<file path="src/rtl/asic_bufen_seq.sv">
`default_nettype none
// ============================================================================
//  Module   : asic_bufen_seq
//  Summary  : Staggered enable sequencer for N buffer/driver banks. Banks are
//             switched on lowest-first with a programmable gap between steps,
//             and switched off highest-first, to limit inrush and ground
//             bounce. Completion is reported with a level ack.
//  Options  : ASIC_BUFEN_SEQ_KILL_EN adds a 'kill' input that forces all
//             banks off immediately and holds the block in OFF.
//  Revision : 1.0 - initial release
// ============================================================================
module asic_bufen_seq #(
    parameter int N    = 4,
    parameter int CW   = 8,
    parameter     PROP = "DEFAULT"
) (
    input  logic          clk,
    input  logic          nreset,
    input  logic          en_req,
    input  logic [CW-1:0] gap,
`ifdef ASIC_BUFEN_SEQ_KILL_EN
    input  logic          kill,
`endif
    output logic [N-1:0]  en,
    output logic          ack,
    output logic          busy
);

    localparam logic [1:0] ST_OFF  = 2'd0;
    localparam logic [1:0] ST_UP   = 2'd1;
    localparam logic [1:0] ST_ON   = 2'd2;
    localparam logic [1:0] ST_DOWN = 2'd3;

    localparam logic [N-1:0] ALL_ON = '1;

    logic [1:0]    r_state;
    logic [CW-1:0] r_cnt;
    logic [CW-1:0] r_gap;

    logic [1:0]    w_state;
    logic [N-1:0]  w_en;
    logic [CW-1:0] w_cnt;
    logic [CW-1:0] w_gap;
    logic [N-1:0]  w_up;
    logic [N-1:0]  w_dn;
    logic          w_kill;

    // PROP only steers target-specific mapping; it has no behavioural effect.
    logic w_unused_prop;
    assign w_unused_prop = ^PROP;

`ifdef ASIC_BUFEN_SEQ_KILL_EN
    assign w_kill = kill;
`else
    assign w_kill = 1'b0;
`endif

    // Thermometer steps: set the lowest cleared bit / clear the highest set bit.
    assign w_up = (en << 1) | N'(1);
    assign w_dn = en >> 1;

    // Next-state decode: ramp entries and reversals step at once and resample
    // gap; in-ramp steps wait for the counter to drain and reuse the sample.
    always_comb begin
        w_state = r_state;
        w_en    = en;
        w_cnt   = r_cnt;
        w_gap   = r_gap;
        case (r_state)
            ST_OFF: begin
                if (en_req) begin
                    w_en    = w_up;
                    w_cnt   = gap;
                    w_gap   = gap;
                    w_state = (w_up == ALL_ON) ? ST_ON : ST_UP;
                end
            end
            ST_UP: begin
                if (!en_req) begin
                    w_en    = w_dn;
                    w_cnt   = gap;
                    w_gap   = gap;
                    w_state = (w_dn == '0) ? ST_OFF : ST_DOWN;
                end else if (r_cnt == '0) begin
                    w_en    = w_up;
                    w_cnt   = r_gap;
                    w_state = (w_up == ALL_ON) ? ST_ON : ST_UP;
                end else begin
                    w_cnt   = r_cnt - CW'(1);
                end
            end
            ST_ON: begin
                if (!en_req) begin
                    w_en    = w_dn;
                    w_cnt   = gap;
                    w_gap   = gap;
                    w_state = (w_dn == '0) ? ST_OFF : ST_DOWN;
                end
            end
            ST_DOWN: begin
                if (en_req) begin
                    w_en    = w_up;
                    w_cnt   = gap;
                    w_gap   = gap;
                    w_state = (w_up == ALL_ON) ? ST_ON : ST_UP;
                end else if (r_cnt == '0) begin
                    w_en    = w_dn;
                    w_cnt   = r_gap;
                    w_state = (w_dn == '0) ? ST_OFF : ST_DOWN;
                end else begin
                    w_cnt   = r_cnt - CW'(1);
                end
            end
            default: begin
                w_state = ST_OFF;
                w_en    = '0;
                w_cnt   = '0;
            end
        endcase
    end

    // State and registered outputs; reset wins over kill, kill wins over sequencing.
    always_ff @(posedge clk) begin
        if (!nreset || w_kill) begin
            r_state <= ST_OFF;
            r_cnt   <= '0;
            r_gap   <= '0;
            en      <= '0;
            ack     <= 1'b0;
            busy    <= 1'b0;
        end else begin
            r_state <= w_state;
            r_cnt   <= w_cnt;
            r_gap   <= w_gap;
            en      <= w_en;
            ack     <= (w_state == ST_ON);
            busy    <= (w_state == ST_UP) || (w_state == ST_DOWN);
        end
    end

endmodule
`default_nettype wire

</file>
<file path="config.mk">
export PLATFORM = sky130hd
export DESIGN_NAME = asic_bufen_seq
export DESIGN_NICKNAME = d
export VERILOG_FILES = /design/src/rtl/asic_bufen_seq.sv
export SDC_FILE = /design/constraint.sdc
export NUM_CORES = 1
export LEC_CHECK = 0
export BUFFER_PORTS_ARGS = -buffer_cell sky130_fd_sc_hd__buf_2
export CORE_MARGIN = 2
export CORE_UTILIZATION = 40
export DETAILED_ROUTE_END_ITERATION = 6
export GPL_ROUTABILITY_DRIVEN = 0
export PLACE_DENSITY_LB_ADDON = 0.12
export SYNTH_ARGS = -nofsm -noshare
export SYNTH_HDL_FRONTEND = slang
export SYNTH_SLANG_ARGS = --single-unit
</file>
<file path="constraint.sdc">
create_clock -name clk -period 4.8 [get_ports clk]
set_input_delay 0.48 -clock clk [delete_from_list [all_inputs] [get_ports clk]]
set_output_delay 0.48 -clock clk [all_outputs]
set_load 0.03 [all_outputs]
</file>
# Word level (Yosys, flattened, before mapping)
# Cells that the tools add are included.
# word_totals
latch_bits,0
romBits,0
n_memories,0
reg_bits,24
wordCells,52
ram_bits,0
# op_classes
magnitude_cmp,0
bitwise,0
add_sub_neg,1
muxes,23
reduce_logical,9
n_mul,0
eq_ne,13
div,0
shifts,0
# ops
operator,count
two-way mux 8 bit,5
case mux 8 bit (4 select lines),1
two-way mux 4 bit,6
two-way mux 2 bit,8
case mux 4 bit (4 select lines),1
case mux 8 bit (2 select lines),1
equality test 2 bit (second input constant),4
zero test 8 bit,1
case mux 2 bit (4 select lines),1
subtractor 8 x 1 -> 8 bit (second input constant),1
!= test 2 bit (second input constant),3
!= test 3 bit (second input constant),2
equality test 2 x 1 -> 1 bit (second input constant),2
zero test 4 bit,1
AND reduction 2 bit,2
AND reduction 4 bit,1
OR reduction 2 bit,2
equality test 3 bit (second input constant),1
zero test 2 bit,1
!= test 2 x 1 -> 1 bit (second input constant),1
logical OR 1 bit,1

# Depth between registers and ports, before layout
# logic_depth
ltp_word,7
ltp_mapped,8

# Worst setup path after synthesis
# OpenSTA, ideal clock, no wires.
# synth_timing
path_type,register to register
from,"register, netlist name busy"
to,register ack
slack_ns,2.768
required_ns,4.740
path_buffers,1
arrival_ns,1.973
path_stages_with_launch,8
synth_period_minus_slack_ns,2.032
cell_sequence,dfxtp_1 -> inv_1 -> ha_1 -> clkbuf_1 -> mux2_2 -> a2111oi_0 -> a211o_2 -> and2_1
# synth_lines
element,line_no,source
end signal: assignment,136,ack <= (w_state == ST_ON);
end: declaration,25,"output logic ack,"

# Final worst setup path
# layout_timing
from,register r_cnt[0]
to,register ack
# layout_between
elab_chain_cells,5
word_cells_on_any_way,7
# layout_rtl
element,line_no,source
start: declaration,37,logic [CW-1:0] r_cnt;
start signal: assignment,133,r_cnt <= w_cnt;
zero test 8 bit (*),"84, 106",
"two-way mux 2 bit, on equally long branches","106, 84",
"two-way mux 2 bit, on equally long branches","101, 79",
case mux 2 bit (4 select lines) (*),69,case (r_state)
equality test 2 bit (*),136,
# Mark *: on every way between the ends. The rest lies on a longest branch, timed or not.
# A chain may end at the register's enable or synchronous reset.

==> metrics.md <==
| Metric | Value |
|---|---|
| Post-synth top area share | `0.327` |
| Vias/cell | `5.77` |
| Area of the multi-input gates | `890 µm²` |
| Tightest Hold Check Type | `input pin to flop` |
| Global-route wire length before repair | `5980 µm` |
| CP Capture Type | `flop` |
| Layout cell share with drive strength beyond 1 | `0.128` |
| Skew final | `13.6 ps` |
| DR vias | `1396` |
| P&R area growth vs syn | `9.78%` |
| Final hold vios | `0` |
| LEAKAGE | `0.000619 µW` |
| Slew @ Worst Pin | `745 ps` |
| Reg clk slew, reported paths | `140 ps` |
| DP Wirelength | `2570 µm` |
| Cts hold-fix bufs | `0` |
| Met1 usage | `0.230` |
| H-tree levels | `1` |
| Synth Instances | `183` |
| 1st-iter DRT viols | `109` |
| Combinational power share | `0.585` |
| Critical path type | `flop to flop` |
| Fmax | `382 MHz` |
| NetSw | `551 µW` |
| # setup viols final | `0` |
| Clock power frac | `0.085` |
| Number of global-route vias before repair | `1257` |
| DRC | `0` |
| Post-CTS sizing | `0` |
| GRT Resource Usage Total | `0.185` |
| CP max FO | `13` |
| Row Count | `21` |
| Top FF cell, synth | `dfxtp_1` |
| Final min period | `2610 ps` |
| Die Ht | `63.3 µm` |
| Initial core utilization | `0.419` |
| Synthesized flop and latch total | `23` |
| Pint | `533 µW` |
| Most frequent cell after synthesis | `a21oi_1` |
| Maximum vdd ir drop | `0.212 mV` |
| Largest net degree at the start of global routing | `21` |
| Worst EP required | `5060 ps` |
| Mapped Nets | `200` |
| FF+latch area | `460 µm²` |
| Switching Share | `0.508` |
| Clk root buf | `clkbuf_4` |
| Layout Nets | `214` |
| Status | `complete, no violations` |
| Synth warn | `0` |
| Relative slew slack | `0.489` |
| Drt wl/cell | `14.9 µm` |
| Drt pass-1 iters | `4` |
| Synthesized area | `1410 µm²` |
| Setup TNS | `0 ps` |
| Antenna violations before repair | `0` |
| Critical Path Start Type | `flop` |
| Number of flops mapped to enable cells by yosys | `0` |
| CTS buffer count | `3` |
| Post-route ant nets | `0` |
| Clock Tree Buf Depth | `2` |
| Synth cell types | `42` |
| Area leader, netlist | `dfxtp_1` |
| Period utilisation layout | `0.545` |
| Final Core Density | `0.459` |
| Post-CTS Setup Inserts | `0` |
| Worst skew pair latency | `320 ps` |
| Met2 Resource Use GR | `0.324` |
| Ys async rst share | `0` |
| Final global-route overflow total | `0` |
| Sequential share of the synthesized area | `0.327` |
| Core Region | `3360 µm²` |
| WL final | `3600 µm` |
| Antenna Cells | `0` |
| Die Area | `4010 µm²` |
| Slew Viols, Final | `0` |
| Synth top area cells | `dfxtp_1 (33%), a21oi_1 (10%), nand2_1 (6.7%)` |
| Pwr/cell area | `701 nW/µm²` |
| Die X | `63.3 µm` |
| I/O pin cnt | `17` |
| TritonCTS clock tree | `built` |
| Reg power frac | `0.329` |
| Most Crowded Layer GR | `met2` |
| Post-synth top cells | `a21oi_1 (28), nand2_1 (25), dfxtp_1 (23), o21ai_0 (12), nor2_1 (9)` |
| RSZ-0062 raised after global routing | `false` |
| Clock Sinks | `23` |
| Avg Inst Size Synth | `7.69 µm²` |
| Grt met3 use | `0.0286` |
| Fillers | `366` |
| Worst EP arrival | `2880 ps` |
| Max-capacitance violation count | `0` |
| IO buf count | `16` |
## kinds of logic (layout without fill, tap and decap cells)
group | Yosys count | in the layout | synth area share
xor gates and xnor gates | 5 | 5 | 0.0311
adders and majority gates | 6 | 6 | 0.0533
buffers and inverters | 15 | 28 | 0.0409
and+or+nand+nor | 61 | 61 | 0.211
AOI/OAI and AO/OA | 69 | 69 | 0.307
DFF | 23 | 23 | 0.327
muxes | 4 | 4 | 0.0302
## layer usage
metal	part of all wire	routed length (µm)	vias up
li1	-	-	696
met1	0.47	1690	665
met2	0.48	1730	28
met3	0.031	112	7
met4	0.018	64	0
met5	0	0	-
## placed cells by master (no fill, tap or decap), types with 2 or more instances in the layout
master / count
mux2i_1: 2
o31ai_1: 4
nand2_1: 25
o211ai_1: 3
xor2_1: 3
nand3_1: 5
a22oi_1: 2
nor2b_1: 2
nor3_1: 7
nand2b_1: 3
nand4_1: 2
o21ai_0: 12
clkbuf_4: 3
mux2_2: 2
and2_1: 2
xnor2_1: 2
ha_1: 6
a211oi_1: 3
a221oi_1: 3
a21oi_1: 28
o21bai_1: 2
inv_1: 8
or3_1: 2
buf_2: 16
a21o_1: 2
dfxtp_1: 23
nor2_1: 9
## per-stage QoR
stage | instance area, µm² | std cells | total power [µW] | hold WS [ps] | worst slack, ps
5_1_grt | 1550 | 242 | 1180 | 380 | 1940
6_report | 1550 | 242 | 1080 | 388 | 2190
4_1_cts | 1550 | 242 | 1090 | 390 | 2180
3_3_place_gp | 1520 | 238 | 980 | 445 | 2390
3_5_place_dp | 1520 | 238 | 994 | 449 | 2250
2_1_floorplan | 1410 | 183 | 824 | 428 | 2770
## worst max-delay path, cell delays in order, from the launching register on
cell     delay [ps]
dfxtp_1         360
inv_1           100
ha_1            270
nor4b_1         450
nand2_1         410
and3_1          310
o41ai_1         470
and2_1          200
## state kept, by name, indices dropped and copies added, names as in the netlist
| name | flops |
|---|---|
| r_cnt | 8 |
| r_gap | 8 |
| r_state | 1 |
| en | 4 |
| busy | 1 |
| ack | 1 |
## area by class of cell
cell class / instances / area share
clock buffer: 3 / 0.0146
clock inverter: 1 / 0.00324
inverter: 8 / 0.0194
multi-input combinational: 145 / 0.576
sequential: 23 / 0.298
tap: 46 / 0.0372
timing repair buffer: 16 / 0.0518
## worst paths after layout
| check | start | to | slack (ps) | cells after the start |
|---|---|---|---|---|
| max | r_cnt[0] | ack | 2190 | 7 |
| min reg2reg | r_gap[0] | r_gap[0] | 470 | 2 |
| min | gap[6] | r_cnt[6] | 390 | 3 |
| max reg2reg | r_cnt[0] | ack | 2190 | 7 |
## power groups by stage
stage / Combinational (µW) / Sequential (µW) / Clock, µW
2_1_floorplan: 446 / 378 / 0
3_3_place_gp: 624 / 356 / 0
3_5_place_dp: 635 / 359 / 0
4_1_cts: 636 / 355 / 94.9
5_1_grt: 708 / 367 / 101
6_report: 634 / 357 / 92.6
No activity file was read; power rests on OpenSTA's default activity.
